**src/rtl/pixel_result_packer_pkg.sv**
```systemverilog
// Shared types and constants for the pixel result packer and its output FIFO.
// The iteration step is shared with the upstream counter stage.
package pixel_result_packer_pkg;

  localparam int unsigned ITER_W  = 24;
  localparam int unsigned RGB_W   = 24;
  localparam int unsigned COORD_W = 16;
  localparam int unsigned IDX_W   = 8;
  localparam int unsigned ENTRY_W = RGB_W + 2;

  localparam logic [ITER_W-1:0] ITER_STEP = 24'd4;

  typedef enum logic [1:0] {
    ST_IDLE  = 2'd0,
    ST_RUN   = 2'd1,
    ST_HOLD  = 2'd2,
    ST_CLEAR = 2'd3
  } state_t;

  typedef struct packed {
    logic             tuser;
    logic             tlast;
    logic [RGB_W-1:0] rgb;
  } pix_entry_t;

  // Palette: red ramps with the index, green ramps twice as fast, blue falls.
  function automatic logic [RGB_W-1:0] rgb_from_idx(input logic [IDX_W-1:0] idx);
    return {idx, idx[IDX_W-2:0], 1'b0, 8'hFF - idx};
  endfunction

endpackage

```
**src/rtl/pixel_result_packer_fifo.sv**
```systemverilog
// Synchronous first-word-fall-through FIFO with registered full/empty flags.
// A pop never frees space for a push in the same cycle because full is registered.
module pixel_out_fifo #(
  parameter int unsigned DATA_W = 26,
  parameter int unsigned DEPTH  = 4
) (
  input  logic              aclk,
  input  logic              flush,
  input  logic              push,
  input  logic [DATA_W-1:0] wr_data,
  input  logic              pop,
  output logic [DATA_W-1:0] rd_data_c,
  output logic              full,
  output logic              empty
);

  localparam int unsigned PTR_W = (DEPTH > 1) ? $clog2(DEPTH) : 1;
  localparam int unsigned CNT_W = PTR_W + 1;

  logic [DATA_W-1:0] mem [DEPTH];
  logic [PTR_W-1:0]  wr_ptr;
  logic [PTR_W-1:0]  rd_ptr;
  logic [CNT_W-1:0]  count;
  logic [CNT_W-1:0]  count_next;
  logic              do_push;
  logic              do_pop;

  assign do_push = push && !full;
  assign do_pop  = pop && !empty;

  always_comb begin
    count_next = count;
    case ({do_push, do_pop})
      2'b10:   count_next = count + CNT_W'(1);
      2'b01:   count_next = count - CNT_W'(1);
      default: count_next = count;
    endcase
  end

  always_ff @(posedge aclk) begin
    if (flush) begin
      wr_ptr <= '0;
      rd_ptr <= '0;
      count  <= '0;
      full   <= 1'b0;
      empty  <= 1'b1;
    end else begin
      if (do_push) wr_ptr <= wr_ptr + PTR_W'(1);
      if (do_pop)  rd_ptr <= rd_ptr + PTR_W'(1);
      count <= count_next;
      full  <= (count_next == CNT_W'(DEPTH));
      empty <= (count_next == '0);
    end
  end

  // Storage needs no reset; the head is masked while empty.
  always_ff @(posedge aclk) begin
    if (do_push && !flush) mem[wr_ptr] <= wr_data;
  end

  assign rd_data_c = empty ? '0 : mem[rd_ptr];

endmodule

```
**src/rtl/pixel_result_packer.sv**
```systemverilog
// Captures each terminated pixel's iteration count, maps it to RGB, queues it
// for AXI4-Stream output and sequences the raster and counter-stage restarts.
module pixel_result_packer
  import pixel_result_packer_pkg::*;
#(
  parameter int unsigned WIDTH        = 640,
  parameter int unsigned HEIGHT       = 480,
  parameter int unsigned FIFO_DEPTH   = 4,
  parameter int unsigned COLOUR_SHIFT = 2
) (
  input  logic              aclk,
  input  logic              aresetn,
  input  logic              start,
  input  logic [ITER_W-1:0] max_iterations,
  input  logic [ITER_W-1:0] iter_count,
  input  logic              iter_done,
  output logic              clr,
  output logic [COORD_W-1:0] pix_x,
  output logic [COORD_W-1:0] pix_y,
  output logic              busy,
  output logic              frame_done,
  output logic [RGB_W-1:0]  m_axis_tdata,
  output logic              m_axis_tvalid,
  input  logic              m_axis_tready,
  output logic              m_axis_tlast,
  output logic              m_axis_tuser
);

  localparam logic [COORD_W-1:0] X_LAST = COORD_W'(WIDTH - 1);
  localparam logic [COORD_W-1:0] Y_LAST = COORD_W'(HEIGHT - 1);

  state_t             state;
  state_t             state_next;
  logic               fifo_full;
  logic               fifo_empty;
  logic               push_c;
  logic [ENTRY_W-1:0] fifo_head_c;
  pix_entry_t         entry_c;
  pix_entry_t         head_c;
  logic [COORD_W-1:0] pix_x_next;
  logic [COORD_W-1:0] pix_y_next;
  logic               frame_done_next;
  logic               at_last_x;
  logic               at_last_pix;

  logic [ITER_W:0]     sum_c;
  logic                in_set_c;
  logic [ITER_W-1:0]   shifted_c;
  logic [IDX_W-1:0]    idx_c;
  logic [RGB_W-1:0]    rgb_c;

  assign at_last_x   = (pix_x == X_LAST);
  assign at_last_pix = at_last_x && (pix_y == Y_LAST);

  // Classification in 25-bit arithmetic so count + step cannot wrap.
  always_comb begin
    sum_c     = {1'b0, iter_count} + {1'b0, ITER_STEP};
    in_set_c  = (sum_c > {1'b0, max_iterations});
    shifted_c = iter_count >> COLOUR_SHIFT;
    idx_c     = (|shifted_c[ITER_W-1:IDX_W]) ? 8'hFF : shifted_c[IDX_W-1:0];
    rgb_c     = in_set_c ? '0 : rgb_from_idx(idx_c);
  end

  always_comb begin
    entry_c       = '0;
    entry_c.tuser = (pix_x == '0) && (pix_y == '0);
    entry_c.tlast = at_last_x;
    entry_c.rgb   = rgb_c;
  end

  // State register plus the registered outputs that follow the next state.
  always_ff @(posedge aclk) begin
    if (aresetn) begin
      state      <= ST_IDLE;
      clr        <= 1'b1;
      busy       <= 1'b0;
      frame_done <= 1'b0;
      pix_x      <= '0;
      pix_y      <= '0;
    end else begin
      state      <= state_next;
      clr        <= (state_next == ST_IDLE) || (state_next == ST_CLEAR);
      busy       <= (state_next != ST_IDLE);
      frame_done <= frame_done_next;
      pix_x      <= pix_x_next;
      pix_y      <= pix_y_next;
    end
  end

  always_comb begin
    state_next = state;
    case (state)
      ST_IDLE:  if (start) state_next = ST_RUN;
      ST_RUN:   if (iter_done) state_next = fifo_full ? ST_HOLD : ST_CLEAR;
      ST_HOLD:  if (!fifo_full) state_next = ST_CLEAR;
      ST_CLEAR: state_next = at_last_pix ? ST_IDLE : ST_RUN;
      default:  state_next = ST_IDLE;
    endcase
  end

  always_comb begin
    push_c          = 1'b0;
    pix_x_next      = pix_x;
    pix_y_next      = pix_y;
    frame_done_next = 1'b0;
    case (state)
      ST_IDLE: begin
        if (start) begin
          pix_x_next = '0;
          pix_y_next = '0;
        end
      end
      ST_RUN:  push_c = iter_done && !fifo_full;
      ST_HOLD: push_c = !fifo_full;
      ST_CLEAR: begin
        frame_done_next = at_last_pix;
        if (at_last_x) begin
          pix_x_next = '0;
          pix_y_next = at_last_pix ? '0 : pix_y + COORD_W'(1);
        end else begin
          pix_x_next = pix_x + COORD_W'(1);
        end
      end
      default: push_c = 1'b0;
    endcase
  end

  pixel_out_fifo #(
    .DATA_W (ENTRY_W),
    .DEPTH  (FIFO_DEPTH)
  ) u_fifo (
    .aclk      (aclk),
    .flush     (aresetn),
    .push      (push_c),
    .wr_data   (entry_c),
    .pop       (m_axis_tready),
    .rd_data_c (fifo_head_c),
    .full      (fifo_full),
    .empty     (fifo_empty)
  );

  assign head_c        = pix_entry_t'(fifo_head_c);
  assign m_axis_tvalid = !fifo_empty;
  assign m_axis_tdata  = head_c.rgb;
  assign m_axis_tlast  = head_c.tlast;
  assign m_axis_tuser  = head_c.tuser;

endmodule

```
**config.mk**
```make
export PLATFORM = sky130hd
export DESIGN_NAME = pixel_result_packer
export DESIGN_NICKNAME = d
export VERILOG_FILES = /design/src/rtl/pixel_result_packer_pkg.sv /design/src/rtl/pixel_result_packer_fifo.sv /design/src/rtl/pixel_result_packer.sv
export SDC_FILE = /design/constraint.sdc
export NUM_CORES = 1
export LEC_CHECK = 0
export ABC_AREA = 1
export CAP_MARGIN = 20
export CORE_ASPECT_RATIO = 0.75
export CORE_MARGIN = 2
export CORE_UTILIZATION = 30
export CTS_CLUSTER_SIZE = 10
export DETAILED_ROUTE_END_ITERATION = 8
export SLEW_MARGIN = 40
export SYNTH_ARGS = -nofsm -noshare
export SYNTH_HDL_FRONTEND = slang
export SYNTH_HIERARCHICAL = 1
export SYNTH_SLANG_ARGS = --single-unit
```
**constraint.sdc**
```tcl
create_clock -name aclk -period 5.83 [get_ports aclk]
set_input_delay 0.8745 -clock aclk [delete_from_list [all_inputs] [get_ports aclk]]
set_output_delay 0.8745 -clock aclk [all_outputs]
set_load 0.05 [all_outputs]
```
Yosys cells after proc, flatten, opt, wreduce, memory -nomap -nowiden
Memories as Yosys holds them, arrays and structs flattened. A register that Yosys moved wholly into a read port is not among the register bits.
Index checks and enable logic that the tools add are counted.
{"block": "op_classes", "addsub": 8, "n_lt_le_gt_ge": 1, "n_eq_ne": 11, "n_mux": 21, "bitwise": 1, "reduce_logical": 21}
{"op": "$mux W16", "count": 4}
{"op": "$pmux W16 S2", "count": 2}
{"op": "$add A16 B1 Y16 const B", "count": 2}
{"op": "$logic_not A16 Y1", "count": 2}
{"op": "$mux W26", "count": 1}
{"op": "$add A24 B3 Y25 const B", "count": 1}
{"op": "$gt A25 B24 Y1", "count": 1}
{"op": "$mux W24", "count": 1}
{"op": "$eq A16 B10 Y1 const B", "count": 1}
{"op": "$eq A16 B9 Y1 const B", "count": 1}
{"op": "$reduce_or A14 Y1", "count": 1}
{"op": "$mux W2", "count": 5}
{"op": "$eq A2 B2 Y1 const B", "count": 4}
{"op": "$mux W8", "count": 1}
{"op": "$pmux W2 S4", "count": 1}
{"op": "$sub A8 B8 Y8 const A", "count": 1}
{"op": "$logic_and A1 B1 Y1", "count": 6}
{"op": "$pmux W3 S2", "count": 1}
{"op": "$add A2 B1 Y2 const B", "count": 2}
{"op": "$eq A2 B1 Y1 const B", "count": 2}
{"op": "$logic_not A2 Y1", "count": 2}
{"op": "$mux W1", "count": 4}
{"op": "$ne A2 B2 Y1 const B", "count": 2}
{"op": "$reduce_bool A2 Y1", "count": 2}
{"op": "11 further kinds", "count": 13}
{"block": "word_totals", "ff_bits": 46, "ramBits": 104, "out_inout_bits": 62, "elab_cells": 75, "n_memories": 1}
{"memory": "u_fifo.mem", "words": 4, "width": 26, "read_ports": 1, "rd_clocked_by_memory_dff": 1, "write_ports": 1, "line": "pixel_result_packer_fifo.sv:20", "rtl": "logic [DATA_W-1:0] mem [DEPTH];"}

Longest topological paths before layout
Gate-level depths: netlist (run 1).
{"block": "logic_depth", "depth_word": 7, "ltp_mapped": 19, "mapped_depth_nobuf": 18}

Hierarchy
Netlist (run 1), hierarchy kept.
{"mod": "pixel_out_fifo", "instances": 1, "cells_per_inst": 379, "area_each_um2": 4609.4}
{"mod": "pixel_result_packer", "instances": 1, "cells_per_inst": 629, "area_each_um2": 3821.2}

Worst setup path after synthesis (run 1)
OpenSTA, ideal clock, no wires.
{"block": "synth_timing", "path_type": "input-to-reg", "start": "input iter_count[2]", "end": "memory u_fifo.mem[0][10] (data pin)", "setup_time_ps": 224, "arrival_ps": 3288, "path_slack_ps": 2318, "cell_stages": 17, "path_buffers": 1, "path_cell_list": "ha_1 nand2_1 inv_1 nand2_2 nor2_4 nand3_1 nor2_1 nand2_1 xor2_1 inv_1 ha_1 nand2_1 nor3_1 and2b_1 nand3_1 buf_4 a21oi_1"}
{"item": "from (decl)", "line": "pixel_result_packer.sv:15", "rtl": "input logic [ITER_W-1:0] iter_count,"}
{"item": "to (decl)", "line": "pixel_result_packer_fifo.sv:20"}

Worst setup path in the final report (run 1)
{"block": "layout_timing", "start": "input iter_count[2]", "end": "memory u_fifo.mem[2][21] (data pin)"}
{"block": "layout_between", "elab_chain_len": 3}
{"item": "$add A24 B3 Y25", "line": "pixel_result_packer.sv:57", "rtl": "sum_c = {1'b0, iter_count} + {1'b0, ITER_STEP};"}
{"item": "$gt A25 B24 Y1", "line": "pixel_result_packer.sv:58", "rtl": "in_set_c = (sum_c > {1'b0, max_iterations});"}
{"item": "$mux W24", "line": "pixel_result_packer.sv:61", "rtl": "rgb_c = in_set_c ? '0 : rgb_from_idx(idx_c);"}
Every way passes these cells.

==> metrics.yaml, run 1 <==
grt:
  grt_usage: 0.148
  antenna_found_initial: 0
  grt_pass1_vias: 6509
  grt_pass1_wl_um: 34000
  grt_max_degree: 54
  grt_overflow: 0
power_and_ir_drop:
  irDropWorstVdd_mv: 0.231
  power.density_nw_per_um2: 267
  p_leak_nw: 3.96
  power_mw: 2.80
worst_setup_path:
  crit_arrival_ps: 4280
  r2r_cells: 16
  crit_type: "in2reg"
  cp-start-kind: "input pin"
  crit_required_ps: 5980
  worstPathMaxFanout: 16
  endpoint_kind: "flop"
sta:
  period_share: 0.708
  slew_headroom: 0.525
  fmax_ghz: 0.242
  rsz0062_at_grt: "false"
  hold_slack_ps: 475
  setup_viol: 0
  setup_ws_ps: 1710
  worst-slew-pin-transition_ps: 711
  hold_viol_final: 0
  setup_tns_ps: 0
  period_minus_slack_ps: 4120
  finClkSkew_ps: 8.09
  drv_slew: 0
logic_synthesis:
  syn_area_sq_um: 8430
  yosysTopAreaCell: "edfxtp_1"
  synth-async-reset-ratio: 0
  synth_edf_count: 104
  ys_seq_area_frac: 0.484
  yosysWarnings: 6
  synth_area_leaders: "edfxtp_1 (37%), dfxtp_1 (11%), nor2_1 (8.9%)"
  ys_types: 46
  ys_seq_elements: 152
  syn_area_per_cell_sq_um: 8.36
  synthCells: 1008
  synth_top_flop_cell: "edfxtp_1"
  yosysTopAreaCellShare: 0.370
detailed_routing:
  post_drt_wl_per_cell_um: 14.5
  drtIter0Drc: 475
  dr.pass1.iters: 5
  via_per_inst: 4.66
  ant_nets: 0
  wl_um: 21500
  drc: 0
  dr_total_vias: 6938
clocking:
  post_cts_buffers: 0
  cts_tree: "built"
  cts_buffers: 17
  post_cts_resize_count: 0
  cts_htree_levels: 4
  holdBufCountCts: 0
  cts_sinks: 152
  clk_pin_slew_worst_paths_ps: 70
  insertion_delay_ps: 430
  clock-root-buffer: "clkbuf_16"
  cts_buffer_depth: 2
floorplanning:
  fp.dieW_um: 198
  top_level_ports: 115
  fp.dieH_um: 149
  core_sq_um: 27900
  start_util: 0.303
  dieArea_sq_um: 29500
  rows: 53
cells_and_area:
  syn_to_final_growth_pct: 24.3
  fin_nets: 1213
  finalCoreUtilization: 0.376
  final_common_cell: "nor2_1"
  finalNonFillerCells: 1490
  layout_common_cells: "nor2_1 (196), nand2_1 (153), inv_1 (130)"
  design_area_sq_um: 10500
  drive_above_1_share: 0.0662
  fillers: 2810
  diodes: 0
job:
  maxCapViolCount: 0
hold_path:
  hp-class: "reg2reg"
  hold_depth: 1
placed_design:
  placed_cells: 1458
  hpwl_um: 15300
  pre_cts_ws_ps: 1300
  place.gp.congestion: 0.882
  placed_cell_area_sq_um: 9860
  io_buffer_count: 114
run_status:
  status: "finished, final reports clean"
-- routing by layer --
metal / up-vias / track usage / wire length [um]
met4: 0 / 0.0425 / 379
met3: 25 / 0.0328 / 1340
met2: 218 / 0.230 / 9470
met1: 3154 / 0.207 / 10400
li1: 3541 / - / -
met5: - / 0 / 0
-- power breakdown --
| part | internal [mW] | total (mW) | switching (mW) |
|---|---|---|---|
| clock | 0.585 | 1.11 | 0.525 |
| combinational | 0.161 | 0.493 | 0.332 |
| sequential | 1.17 | 1.20 | 0.0258 |
-- cell type report --
cell class / instances / area (sq um) / area share
Clock inverter: 15 / 195 / 0.0186
Clock buffer: 17 / 425 / 0.0406
Timing Repair Buffer: 122 / 1200 / 0.115
Tap cell: 357 / 447 / 0.0426
Sequential cell: 152 / 4090 / 0.390
Inverter: 137 / 523 / 0.0499
Multi-Input combinational cell: 690 / 3600 / 0.343
-- worst max-delay path, cell delays in order --
cell             delay [ps]
clkdlybuf4s50_1         520
ha_1                    180
nand2_1                  70
inv_1                   140
nand2_2                 100
nor2_4                  160
nand3_1                 130
nor2_1                  190
nand2_1                  90
xor2_1                  140
inv_1                    60
ha_1                    300
nand2_1                  70
nor3_1                  240
and2b_1                 200
nand3_1                  80
buf_4                   230
a21oi_1                 500
-- worst paths after layout --
kind,start,to,slack (ps)
worst max register to register,state[1]$_SDFF_PP0_,u_fifo/empty$_SDFF_PP1_,3310
worst max-delay path,iter_count[2],u_fifo/mem[2][21]$_DFFE_PP_,1710
worst min register to register,u_fifo/rd_ptr[0]$_SDFFE_PP0N_,u_fifo/rd_ptr[0]$_SDFFE_PP0N_,470
worst min-delay path,u_fifo/rd_ptr[0]$_SDFFE_PP0N_,u_fifo/rd_ptr[0]$_SDFFE_PP0N_,470
-- flip-flops by register name, indices dropped and copies added (netlist names), named ones only --
signal         count
state              2
u_fifo/empty       1
u_fifo/count       3
busy               1
clr                1
pix_x             16
u_fifo/mem       104
u_fifo/full        1
u_fifo/rd_ptr      2
pix_y             16
u_fifo/wr_ptr      2
frame_done         1
-- synthesized netlist by cell type (2+ instances only) --
| cell | number |
|---|---|
| nor3b_1 | 4 |
| a21oi_1 | 75 |
| buf_2 | 8 |
| buf_4 | 7 |
| xnor2_1 | 4 |
| o21ai_1 | 45 |
| nand3_1 | 44 |
| buf_6 | 10 |
| o21ai_0 | 21 |
| nor3_1 | 21 |
| inv_2 | 3 |
| nand2_4 | 2 |
| clkbuf_1 | 6 |
| nand2_2 | 6 |
| ha_1 | 39 |
| inv_1 | 130 |
| nor3_2 | 4 |
| nand3_2 | 3 |
| nor4_1 | 8 |
| a21o_1 | 2 |
| nor2_1 | 200 |
| clkinv_1 | 2 |
| xor2_1 | 22 |
| nand2_1 | 153 |
| edfxtp_1 | 104 |
| dfxtp_1 | 48 |
| nand4_1 | 16 |
| nor2_4 | 3 |
-- cells by family after synthesis --
logic type,after synthesis,share of synthesized area
and+or+nand+nor,470,0.243
buffers and inverters,169,0.0913
DFF,152,0.484
AOI/OAI and AO/OA,150,0.0932
adders and majority gates,40,0.0603
xor gates and xnor gates,26,0.0270
other,1,0.000445
No activity file was read; power rests on OpenSTA's default activity.
==> run 2, diff against run 1 <==
==> constraint.sdc (replaced) <==
create_clock -name aclk -period 3.4 [get_ports aclk]
set_input_delay 0.51 -clock aclk [delete_from_list [all_inputs] [get_ports aclk]]
set_output_delay 0.51 -clock aclk [all_outputs]
set_load 0.05 [all_outputs]
==> run 2 against run 1 <==
Effect of this change:
- clock power rose by 61%
- global-route usage rose by 0.73 points
- largest cell class unchanged
- via count rose by 2.5%
- power rose by 70%
- cell area rose by 3.7%
- sequential share of layout area fell by 1.4 points
- final cell count rose by 3.9%
- register-to-register slack got worse by 2500 ps
==> metrics.yaml, run 2 (synthesis gave the netlist of run 1 again) <==
clocking:
  cts_htree_levels: 4  # unchanged
  clock-root-buffer: "clkbuf_16"
  cts_tree: "built"
  cts_sinks: 152  # unchanged
  insertion_delay_ps: 430  # about the same
  cts_buffer_depth: 2  # unchanged
  post_cts_buffers: 0  # unchanged
  clk_pin_slew_worst_paths_ps: 60  # about the same
  cts_buffers: 17  # unchanged
worst_setup_path:
  worstPathMaxFanout: 9  # -7
  cp-start-kind: "input pin"
  reg2reg_slack_ps: 840  # -2470 ps
  endpoint_kind: "flop"
  crit_required_ps: 3580  # -2400 ps
  crit_type: "in2reg"
  crit_arrival_ps: 3330  # -950 ps
sta:
  setup_viol: 0  # unchanged
  rsz0062_at_grt: "false"
  finClkSkew_ps: 11.3  # +3.16 ps
  fmax_ghz: 0.317
  period_share: 0.929
  slew_headroom: 0.615  # +0.0895
  worst-slew-pin-transition_ps: 572  # -139 ps
  hold_viol_final: 0  # unchanged
  setup_tns_ps: 0  # unchanged
  hold_slack_ps: 476  # +1.59 ps
  drv_slew: 0  # unchanged
  setup_ws_ps: 243  # -1460 ps
  period_minus_slack_ps: 3160
placed_design:
  io_buffer_count: 114  # unchanged
  hpwl_um: 16200  # +6.2%
  pre_cts_ws_ps: -382  # -1680 ps
  placed_cell_area_sq_um: 10300  # +4.1%
  placed_cells: 1516  # +4.0%
  place.gp.congestion: 0.882  # about the same
cells_and_area:
  finalNonFillerCells: 1548  # +3.9%
  design_area_sq_um: 10900  # +3.7%
  final_common_cell: "nor2_1"
  largest_reg_flops: 104  # unchanged
  drive_above_1_share: 0.137  # +0.0707
  top_regs: "u_fifo/mem (104), pix_x (16), pix_y (16)"
  diodes: 0  # unchanged
  finalCoreUtilization: 0.390  # +0.0139
  syn_to_final_growth_pct: 28.9
  regMostFlops: "u_fifo/mem"
  layout_common_cells: "nor2_1 (195), nand2_1 (153), inv_1 (130)"
  fin_nets: 1271  # +4.8%
  fillers: 2809  # -0.036%
floorplanning:
  fp.dieW_um: 198  # unchanged
  rows: 53  # unchanged
  fp.dieH_um: 149  # unchanged
  core_sq_um: 27900  # unchanged
  dieArea_sq_um: 29500  # unchanged
  top_level_ports: 115  # unchanged
  start_util: 0.303  # unchanged
power_and_ir_drop:
  p_leak_nw: 4.26  # +7.5%
  power.density_nw_per_um2: 438  # +64%
  power_mw: 4.76  # +70%
  irDropWorstVdd_mv: 0.368  # +59%
grt:
  grt_pass1_vias: 6662  # +2.4%
  antenna_found_initial: 0  # unchanged
  grt_max_degree: 31  # -43%
  grt_usage: 0.155  # +0.00734
  grt_overflow: 0  # unchanged
  grt_pass1_wl_um: 35500  # +4.3%
detailed_routing:
  dr.pass1.iters: 5  # unchanged
  drtIter0Drc: 522  # +9.9%
  post_drt_wl_per_cell_um: 14.5  # +0.47%
  ant_nets: 0  # unchanged
  via_per_inst: 4.59  # -1.3%
  wl_um: 22500  # +4.4%
  dr_total_vias: 7111  # +2.5%
  drc: 0  # unchanged
hold_path:
  hp-class: "reg2reg"
job:
  maxCapViolCount: 0  # unchanged
run_status:
  status: "finished, final reports clean"
-- run 2: path summary, 6_finish.rpt --
path                            startpoint                            end  cells past startpoint
max                          iter_count[3]    u_fifo/mem[2][10]$_DFFE_PP_                     16
max reg2reg            state[1]$_SDFF_PP0_        u_fifo/empty$_SDFF_PP1_                     15
min          u_fifo/rd_ptr[0]$_SDFFE_PP0N_  u_fifo/rd_ptr[0]$_SDFFE_PP0N_                      1
min reg2reg  u_fifo/rd_ptr[0]$_SDFFE_PP0N_  u_fifo/rd_ptr[0]$_SDFFE_PP0N_                      1
-- run 2: final cells by class --
class / instances / area [sq um] / area share
sequential: 152 / 4090 / 0.376
multi-input combinational: 690 / 3650 / 0.336
timing repair buffer: 180 / 1610 / 0.148
inverter: 137 / 522 / 0.0480
tap: 357 / 447 / 0.0411
clock buffer: 19 / 433 / 0.0398
clock inverter: 13 / 118 / 0.0108
-- run 2: critical path, cell delays in order --
cell,delay (ps)
clkdlybuf4s50_1,500
buf_4,130
nand2_1,60
nor2_1,210
nand2_1,150
nor3_2,200
nand4_1,150
xnor2_1,160
ha_1,280
nand2_1,60
nor3_2,170
and2b_2,190
nand3_2,100
nand3_4,170
a21oi_1,90
buf_4,180
-- run 2: what timing repair did --
| item | in CTS | in global routing |
|---|---|---|
| setup endpoints to repair | 0 | 92 |
| hold buffers | 0 | 0 |
| resized for setup | 0 | 14 |
-- run 2: power by group --
part	internal, mW	switching, mW
clock	1.01	0.777
sequential	2.01	0.0307
combinational	0.325	0.608
total	3.35	1.42
-- run 2: layer usage --
layer  global-route usage  wire length [um]  vias to the layer above
li1                     -                 -                     3652
met1                0.221             11100                     3256
met2                0.236              9820                      175
met3               0.0335              1240                       28
met4               0.0451               354                        0
met5                    0                 0                        -
